==> config.mk <==
export PLATFORM = sky130hd
export DESIGN_NAME = risc8_core
export DESIGN_NICKNAME = d
export VERILOG_FILES = /design/src/rtl/risc8_core.sv
export SDC_FILE = /design/constraint.sdc
export NUM_CORES = 1
export LEC_CHECK = 0
export CORE_ASPECT_RATIO = 1.1
export CORE_MARGIN = 2
export CORE_UTILIZATION = 42
export CTS_BUF_LIST = sky130_fd_sc_hd__clkbuf_8
export CTS_CLUSTER_DIAMETER = 200
export DETAILED_ROUTE_END_ITERATION = 8
export GPL_ROUTABILITY_DRIVEN = 1
export PLACE_DENSITY = 0.74
export RECOVER_POWER = 25
export SYNTH_ARGS = -nofsm -noshare
export SYNTH_HDL_FRONTEND = slang
export SYNTH_SLANG_ARGS = --single-unit
==> constraint.sdc <==
create_clock -name clk -period 14.9 [get_ports clk]
set_clock_uncertainty 0.05 [all_clocks]
set_input_delay 2.235 -clock clk [delete_from_list [all_inputs] [get_ports clk]]
set_output_delay 2.235 -clock clk [all_outputs]
set_load 0.005 [all_outputs]
==> src/rtl/risc8_core.sv <==
// 8-bit single-cycle RISC core: 16-bit instructions, 4x8 register file, external I/D memories.
// Build option HALT_INSTR_EN turns opcode 4'hF into HALT and adds the halted output.
module risc8_regfile (
   input  logic       clk,
   input  logic       reset,
   input  logic [1:0] ra_addr,
   input  logic [1:0] rb_addr,
   output logic [7:0] ra_data,
   output logic [7:0] rb_data,
   input  logic       wr_en,
   input  logic [1:0] wr_addr,
   input  logic [7:0] wr_data
);
   logic [7:0] registers [0:3];

   always_ff @(posedge clk or negedge reset) begin
      if (!reset) begin
         for (int i = 0; i < 4; i++) registers[i] <= 8'h00;
      end else if (wr_en && (wr_addr != 2'd0)) begin
         registers[wr_addr] <= wr_data;
      end
   end

   assign ra_data = (ra_addr == 2'd0) ? 8'h00 : registers[ra_addr];
   assign rb_data = (rb_addr == 2'd0) ? 8'h00 : registers[rb_addr];
endmodule

module risc8_core #(
   parameter logic [7:0] RESET_PC = 8'h00
) (
   input  logic        clk,
   input  logic        reset,
   output logic [7:0]  instr_addr,
   input  logic [15:0] instr_data,
   output logic [7:0]  data_addr,
   output logic        data_write,
   output logic [7:0]  data_out,
   input  logic [7:0]  data_in
`ifdef HALT_INSTR_EN
   ,
   output logic        halted
`endif
);
   localparam logic [3:0] OP_RTYPE = 4'h0;
   localparam logic [3:0] OP_ADDI  = 4'h1;
   localparam logic [3:0] OP_LW    = 4'h2;
   localparam logic [3:0] OP_SW    = 4'h3;
   localparam logic [3:0] OP_BEQ   = 4'h4;
   localparam logic [3:0] OP_JMP   = 4'h5;

   logic [7:0] pc_q, pc_d;
   logic       halted_q, halted_d;

   logic [3:0] opcode;
   logic [7:0] imm8;
   logic [1:0] ra_addr, rb_addr;
   logic [7:0] ra_data, rb_data;
   logic       wr_en;
   logic [1:0] wr_addr;
   logic [7:0] wr_data;
   logic [7:0] alu_res;
   logic       is_halt;

   assign opcode = instr_data[15:12];
   assign imm8   = instr_data[7:0];

   // R-type and I-type place the source fields differently.
   assign ra_addr = (opcode == OP_RTYPE) ? instr_data[7:6] : instr_data[11:10];
   assign rb_addr = (opcode == OP_RTYPE) ? instr_data[5:4] : instr_data[9:8];

   risc8_regfile reg_file (
      .clk     (clk),
      .reset   (reset),
      .ra_addr (ra_addr),
      .rb_addr (rb_addr),
      .ra_data (ra_data),
      .rb_data (rb_data),
      .wr_en   (wr_en),
      .wr_addr (wr_addr),
      .wr_data (wr_data)
   );

`ifdef HALT_INSTR_EN
   assign is_halt = (opcode == 4'hF);
   assign halted  = halted_q;
`else
   assign is_halt = 1'b0;
`endif

   always_comb begin
      alu_res = 8'h00;
      unique case (instr_data[1:0])
         2'b00: alu_res = ra_data + rb_data;
         2'b01: alu_res = ra_data - rb_data;
         2'b10: alu_res = ra_data & rb_data;
         2'b11: alu_res = ra_data | rb_data;
         default: alu_res = 8'h00;
      endcase
   end

   assign data_addr  = ra_data + imm8;
   assign data_out   = rb_data;
   assign data_write = reset && !halted_q && (opcode == OP_SW);

   always_comb begin
      wr_en   = 1'b0;
      wr_addr = instr_data[9:8];
      wr_data = 8'h00;
      case (opcode)
         OP_RTYPE: begin
            wr_en   = 1'b1;
            wr_addr = instr_data[3:2];
            wr_data = alu_res;
         end
         OP_ADDI: begin
            wr_en   = 1'b1;
            wr_data = ra_data + imm8;
         end
         OP_LW: begin
            wr_en   = 1'b1;
            wr_data = data_in;
         end
         default: ;
      endcase
      if (halted_q) wr_en = 1'b0;
   end

   always_comb begin
      pc_d     = pc_q + 8'd1;
      halted_d = halted_q;
      if (halted_q) begin
         pc_d = pc_q;
      end else if (is_halt) begin
         pc_d     = pc_q;
         halted_d = 1'b1;
      end else if (opcode == OP_BEQ) begin
         if (ra_data == rb_data) pc_d = pc_q + 8'd1 + imm8;
      end else if (opcode == OP_JMP) begin
         pc_d = imm8;
      end
   end

   always_ff @(posedge clk or negedge reset) begin
      if (!reset) begin
         pc_q     <= RESET_PC;
         halted_q <= 1'b0;
      end else begin
         pc_q     <= pc_d;
         halted_q <= halted_d;
      end
   end

   assign instr_addr = pc_q;
endmodule

# After elaboration in Yosys (flattened, before gate mapping)
# Index checks and enable logic that the tools add are counted.
[classes]
n_addsub = 5
n_lt_le_gt_ge = 4
eq_ne = 9
muxes = 22
n_bitwise = 5
reduce_logical = 11
[op_table]
columns = ["op", "n"]
rows = [
  ["$mux W8", 10],
  ["$bmux W8 S2", 2],
  ["$bwmux W32", 1],
  ["$pmux W8 S4", 1],
  ["$add A8 B8 Y8", 3],
  ["$pmux W8 S3", 1],
  ["$demux W8 S2", 1],
  ["$ge A3 B3 Y1 const B", 3],
  ["$not A2 Y3", 3],
  ["$add A8 B1 Y8 const B", 1],
  ["$and A8 B8 Y8", 1],
  ["$eq A4 B2 Y1 const B", 2],
  ["$eq A4 B3 Y1 const B", 2],
  ["$eq A8 B8 Y1", 1],
  ["$or A8 B8 Y8", 1],
  ["$sub A8 B8 Y8", 1],
  ["$logic_not A2 Y1", 3],
  ["$mux W2", 3],
  ["$eq A2 B2 Y1 const B", 2],
  ["$eq A4 B1 Y1 const B", 1],
  ["$logic_and A1 B1 Y1", 4],
  ["$logic_not A4 Y1", 1],
  ["$lt A3 B1 Y1 const B", 1],
  ["$mux W1", 3],
  ["4 further kinds", 4],
]
[word_totals]
register_bits = 41
output_inout_bits = 25

# Depth between registers and ports, before layout
[depth]
ltp_word = 11
mapped_depth = 20

# Hierarchy
# Synthesis repeated with hierarchy kept, for this count alone.
[unflattened]
cells_unflattened = 398
area_unflattened_um2 = 3613.5
[modules_own_cells]
columns = ["mod", "n_inst", "cells_each", "area_per_inst_um2", "seq_area_each_um2"]
rows = [
  ["risc8_core", 1, 305, 2329.7, 200.2],
  ["risc8_regfile", 1, 93, 1283.7, 600.6],
]

# Worst setup path before layout
# Ideal clock, no wire load.
[synth_timing]
path_type = "in2out"
start = "input instr_data[12]"
end = "output data_addr[6]"
arrival_ps = 5780
t_required_ps = 12615
slack_ps = 6835
stages = 16
path_cell_list = "buf_4 or4_4 buf_6 buf_6 mux2i_1 mux2i_1 o21ai_0 inv_1 fa_1 nand2b_1 a21oi_1 o221ai_1 nand3_1 a21boi_0 xor2_1 inv_1"
[synth_via]
elab_chain_cells = 8
[synth_lines]
columns = ["element", "line", "text"]
rows = [
  ["from (decl)", "34", "input logic [15:0] instr_data,"],
  ["$logic_not A4 Y1 *", "68", "assign ra_addr = (opcode == OP_RTYPE) ? instr_data[7:6] : instr_data[11:10];"],
  ["$mux W2 *", "68", ""],
  ["$not A2 Y3 (implied by the code)", "24", "assign ra_data = (ra_addr == 2'd0) ? 8'h00 : registers[ra_addr];"],
  ["$bmux W8 S2", "24", ""],
  ["$mux W8 (implied by the code) (2 in a row)", "24", ""],
  ["$mux W8 *", "24", ""],
  ["$add A8 B8 Y8 *", "101", "assign data_addr = ra_data + imm8;"],
  ["to (decl)", "35", "output logic [7:0] data_addr,"],
]
# Every way passes the cells marked *; elsewhere a longest branch is shown, timed or not. The select of a mux whose other input is x is not followed.

# Worst setup path after layout
# Same ends and word-level chain as after synthesis.

==> summary.md <==
| Metric | Value |
|---|---|
| Critical path's slowest cell | or4_4 |
| Tot GR Track Use | 24.4% |
| Fin. max-slew vios | 34 |
| Yosys warns | 0 |
| Crit path kind | in2out |
| Tmin final | 9.58 ns |
| Clock buffer depth | 2 |
| Final critical-path share of the clock period | 64.3% |
| Overall routed net length | 11,800 microns |
| DP Wirelength | 9170 microns |
| Clock sink count | 32 |
| Number of setup buffers added after CTS | 0 |
| Crit path DAT | 7.30 ns |
| Overflow after GRT | 0 |
| Initial Util | 43.4% |
| Cell Chain, Critical Path | clkdlybuf4s50_1 > or4_4 > mux2i_1 > mux2i_1 > o21ai_0 > inv_1 > fa_1 > nand2b_1 > a21oi_1 > o221ai_1 > nand3_1 > a21boi_0 > xor2_1 > inv_1 > clkdlybuf4s50_1 |
| Vias per inst | 5.99 |
| RSZ-0062 raised after global routing | no |
| Final hold vios | 0 |
| CTS tree | yes |
| Cells after Synth | 472 |
| Worst skew pair latency | 0.30 ns |
| Die width | 95.3 microns |
| TNS Setup | 0 ns |
| Post-route DRC | 0 |
| Final antenna-violating net count | 0 |
| Hold Crit Class | reg2reg |
| Setup Slack @ Placement | 5.37 ns |
| Largest delay share family, worst path | buffers and inverters |
| Most area-consuming cells after synthesis | dfrtp_1 21%, ha_1 11%, mux2_2 6.1% |
| Routability cong. | 0.952 |
| Largest area contributor in the netlist | dfrtp_1 |
| Vias in the first global route | 3,737 |
| Synthesized net count | 535 |
| Static Leak | 0.00192 uW |
| Synthesized area | 3850 sq um |
| PD cells | 118 nW/um^2 |
| CTS resizes | 0 |
| Slew at the pin closest to its max-slew limit | 1.90 ns |
| Crit-path max cell delay | 0.74 ns |
| Register area share after synthesis | 20.8% |
| Antenna diodes | 0 |
| Unique masters post-synth | 65 |
| Max-Cap Viols | 1 |
| Pre-Repair DR Iteration Count | 5 |
| Antenna violations before repair | 0 |
| Post-synth EDFFs | 0 |
| DIE AREA | 9950 sq um |
| Wirelength per Cell | 18.8 microns |
| Peak supply drop | 0.0565 mV |
| Proportion of layout cells with a drive suffix above 1 | 9.88% |
| Layout Utilization | 50.8% |
| Violated checks | capacitance limit, slew limit |
| Post-synth top area share | 20.8% |
| Iter 0 DRT Violations | 286 |
| Area occupied by multi-input gates | 2830 sq um |
| Cell Rows | 36 |
| Fillcell total | 840 |
| Global-route wire length before repair | 18,900 microns |
| WP buf/inv | 4 |
| Worst setup EP type | output pin |
| Hold-fix buffers, CTS | 0 |
| Routed vias | 3,771 |
| Die Ht | 104 microns |
| Core area | 8870 sq um |
| Setup ws final | 5.32 ns |
| # H-tree levels | 2 |
| Outcome | finished with violations |
| Largest net degree at the start of global routing | 34 |
| Root buffer cell | clkbuf_8 |
| Synth Flop Type | dfrtp_1 |
| Final setup viols | 0 |
| Max Fanout on Critical Path | 13 |
| CTS Buf Count | 5 |
| Slew HR | -27.0% |
| Placed insts | 622 |
| Number of buffers added on ports | 50 |
| Yosys reg bits | 32 |
| Tot Pwr | 533 uW |
| Layout area overhead | 17.1% |
| Worst-path clk slew | 0.07 ns |
| Fraction of registers with async set/reset | 100% |
| Fin nets | 578 |
| Storage cell area | 801 sq um |
| Maximum clock rate | 0.104 GHz |
| Final cell count without fillers | 630 |
| WP data required | 12.61 ns |
| I/O Pins | 51 |
| Synth Area per Inst | 8.16 sq um |
| Critical Path Start Type | input pin |
## metrics by stage
stage	hold WS (ns)	cell area, sq um
after floorplan	0.452	3850
after global placement	0.466	4420
after detailed placement	0.479	4420
after CTS	0.495	4510
after global routing	0.511	4510
final	0.494	4510
## registers in the layout, indices dropped and copies added (netlist names)
signal and cells:
reg_file.registers 24, instr_addr 8
## kinds of logic after synthesis
family	Yosys count	synth area share, %
mux	48	14.5
xor+xnor	18	4.09
fa+ha+maj	37	12.8
compound gates	123	20.8
simple gates	163	21.2
flops	32	20.8
buf+inv	51	5.85
## synthesized netlist by cell type, drive strengths merged (3+ instances only)
| library cell | count |
|---|---|
| nand3 | 16 |
| a31oi | 8 |
| xnor2 | 12 |
| mux2 | 23 |
| and2 | 6 |
| nor2b | 8 |
| and3 | 4 |
| nor3 | 11 |
| o21ai | 28 |
| or3 | 4 |
| o21bai | 3 |
| a21oi | 34 |
| nor2 | 43 |
| or2 | 4 |
| fa | 4 |
| clkbuf | 12 |
| nand2b | 12 |
| buf | 5 |
| mux2i | 23 |
| o21a | 11 |
| a21o | 4 |
| ha | 33 |
| dfrtp | 32 |
| nor3b | 5 |
| o211ai | 6 |
| nand2 | 40 |
| inv | 32 |
| xor2 | 6 |
| a221o | 3 |
## final cells by class
type                       instances  area share [%]
multi-input combinational        389            62.8
clock buffer                       5            1.53
tap                              114            3.16
inverter                          34            2.83
clock inverter                     3           0.416
timing repair buffer              53            11.5
sequential                        32            17.8
## path summary, 6_finish.rpt
path                                                to  slack [ns]  cells after the start              startpoint
worst min-delay path            reg_file.registers[11]        0.49                      1  reg_file.registers[11]
worst min register to register  reg_file.registers[11]        0.49                      1  reg_file.registers[11]
worst max register to register  reg_file.registers[22]       11.35                     12  reg_file.registers[17]
max in group asynchronous        reg_file.registers[5]       10.75                      2                   reset
worst max-delay path                      data_addr[6]        5.32                     15          instr_data[12]
min in group asynchronous                instr_addr[0]        2.94                      2                   reset
## layout by cell type (no fill, tap or decap), types with 16 or more instances in the layout
cell and n:
a21oi_1 34, inv_1 32, o21ai_0 26, nor2_1 43, nand2_1 40, ha_1 33, mux2i_1 21, nand3_1 16
dfrtp_1 32, clkdlybuf4s50_1 49, mux2_2 21
## worst reg2reg max path: cells and delay by family (launching register included)
kind                       cells  cell delay [ns]
AOI/OAI and AO/OA              7             1.93
adders and majority gates      1             0.47
buffers and inverters          1             0.22
DFF                            1             0.38
muxes                          2             0.29
and+or+nand+nor                1             0.14
## routing by layer
metal	part of all wire (%)	track usage (%)	vias to the layer above
met2	48	39.6	154
met3	7.0	3.55	37
met5	0	0	-
met4	3.7	10.2	0
met1	41	31.8	1798
li1	-	-	1782
## where the power goes
part	switching (uW)	internal [uW]	leakage (uW)	total, uW
registers	24.0	109	0.000412	133
clock network	39.0	32.6	0.0000479	71.7
logic	168	160	0.00146	328
total	231	302	0.00192	533
Note: power is estimated with default switching activity, not from simulation.
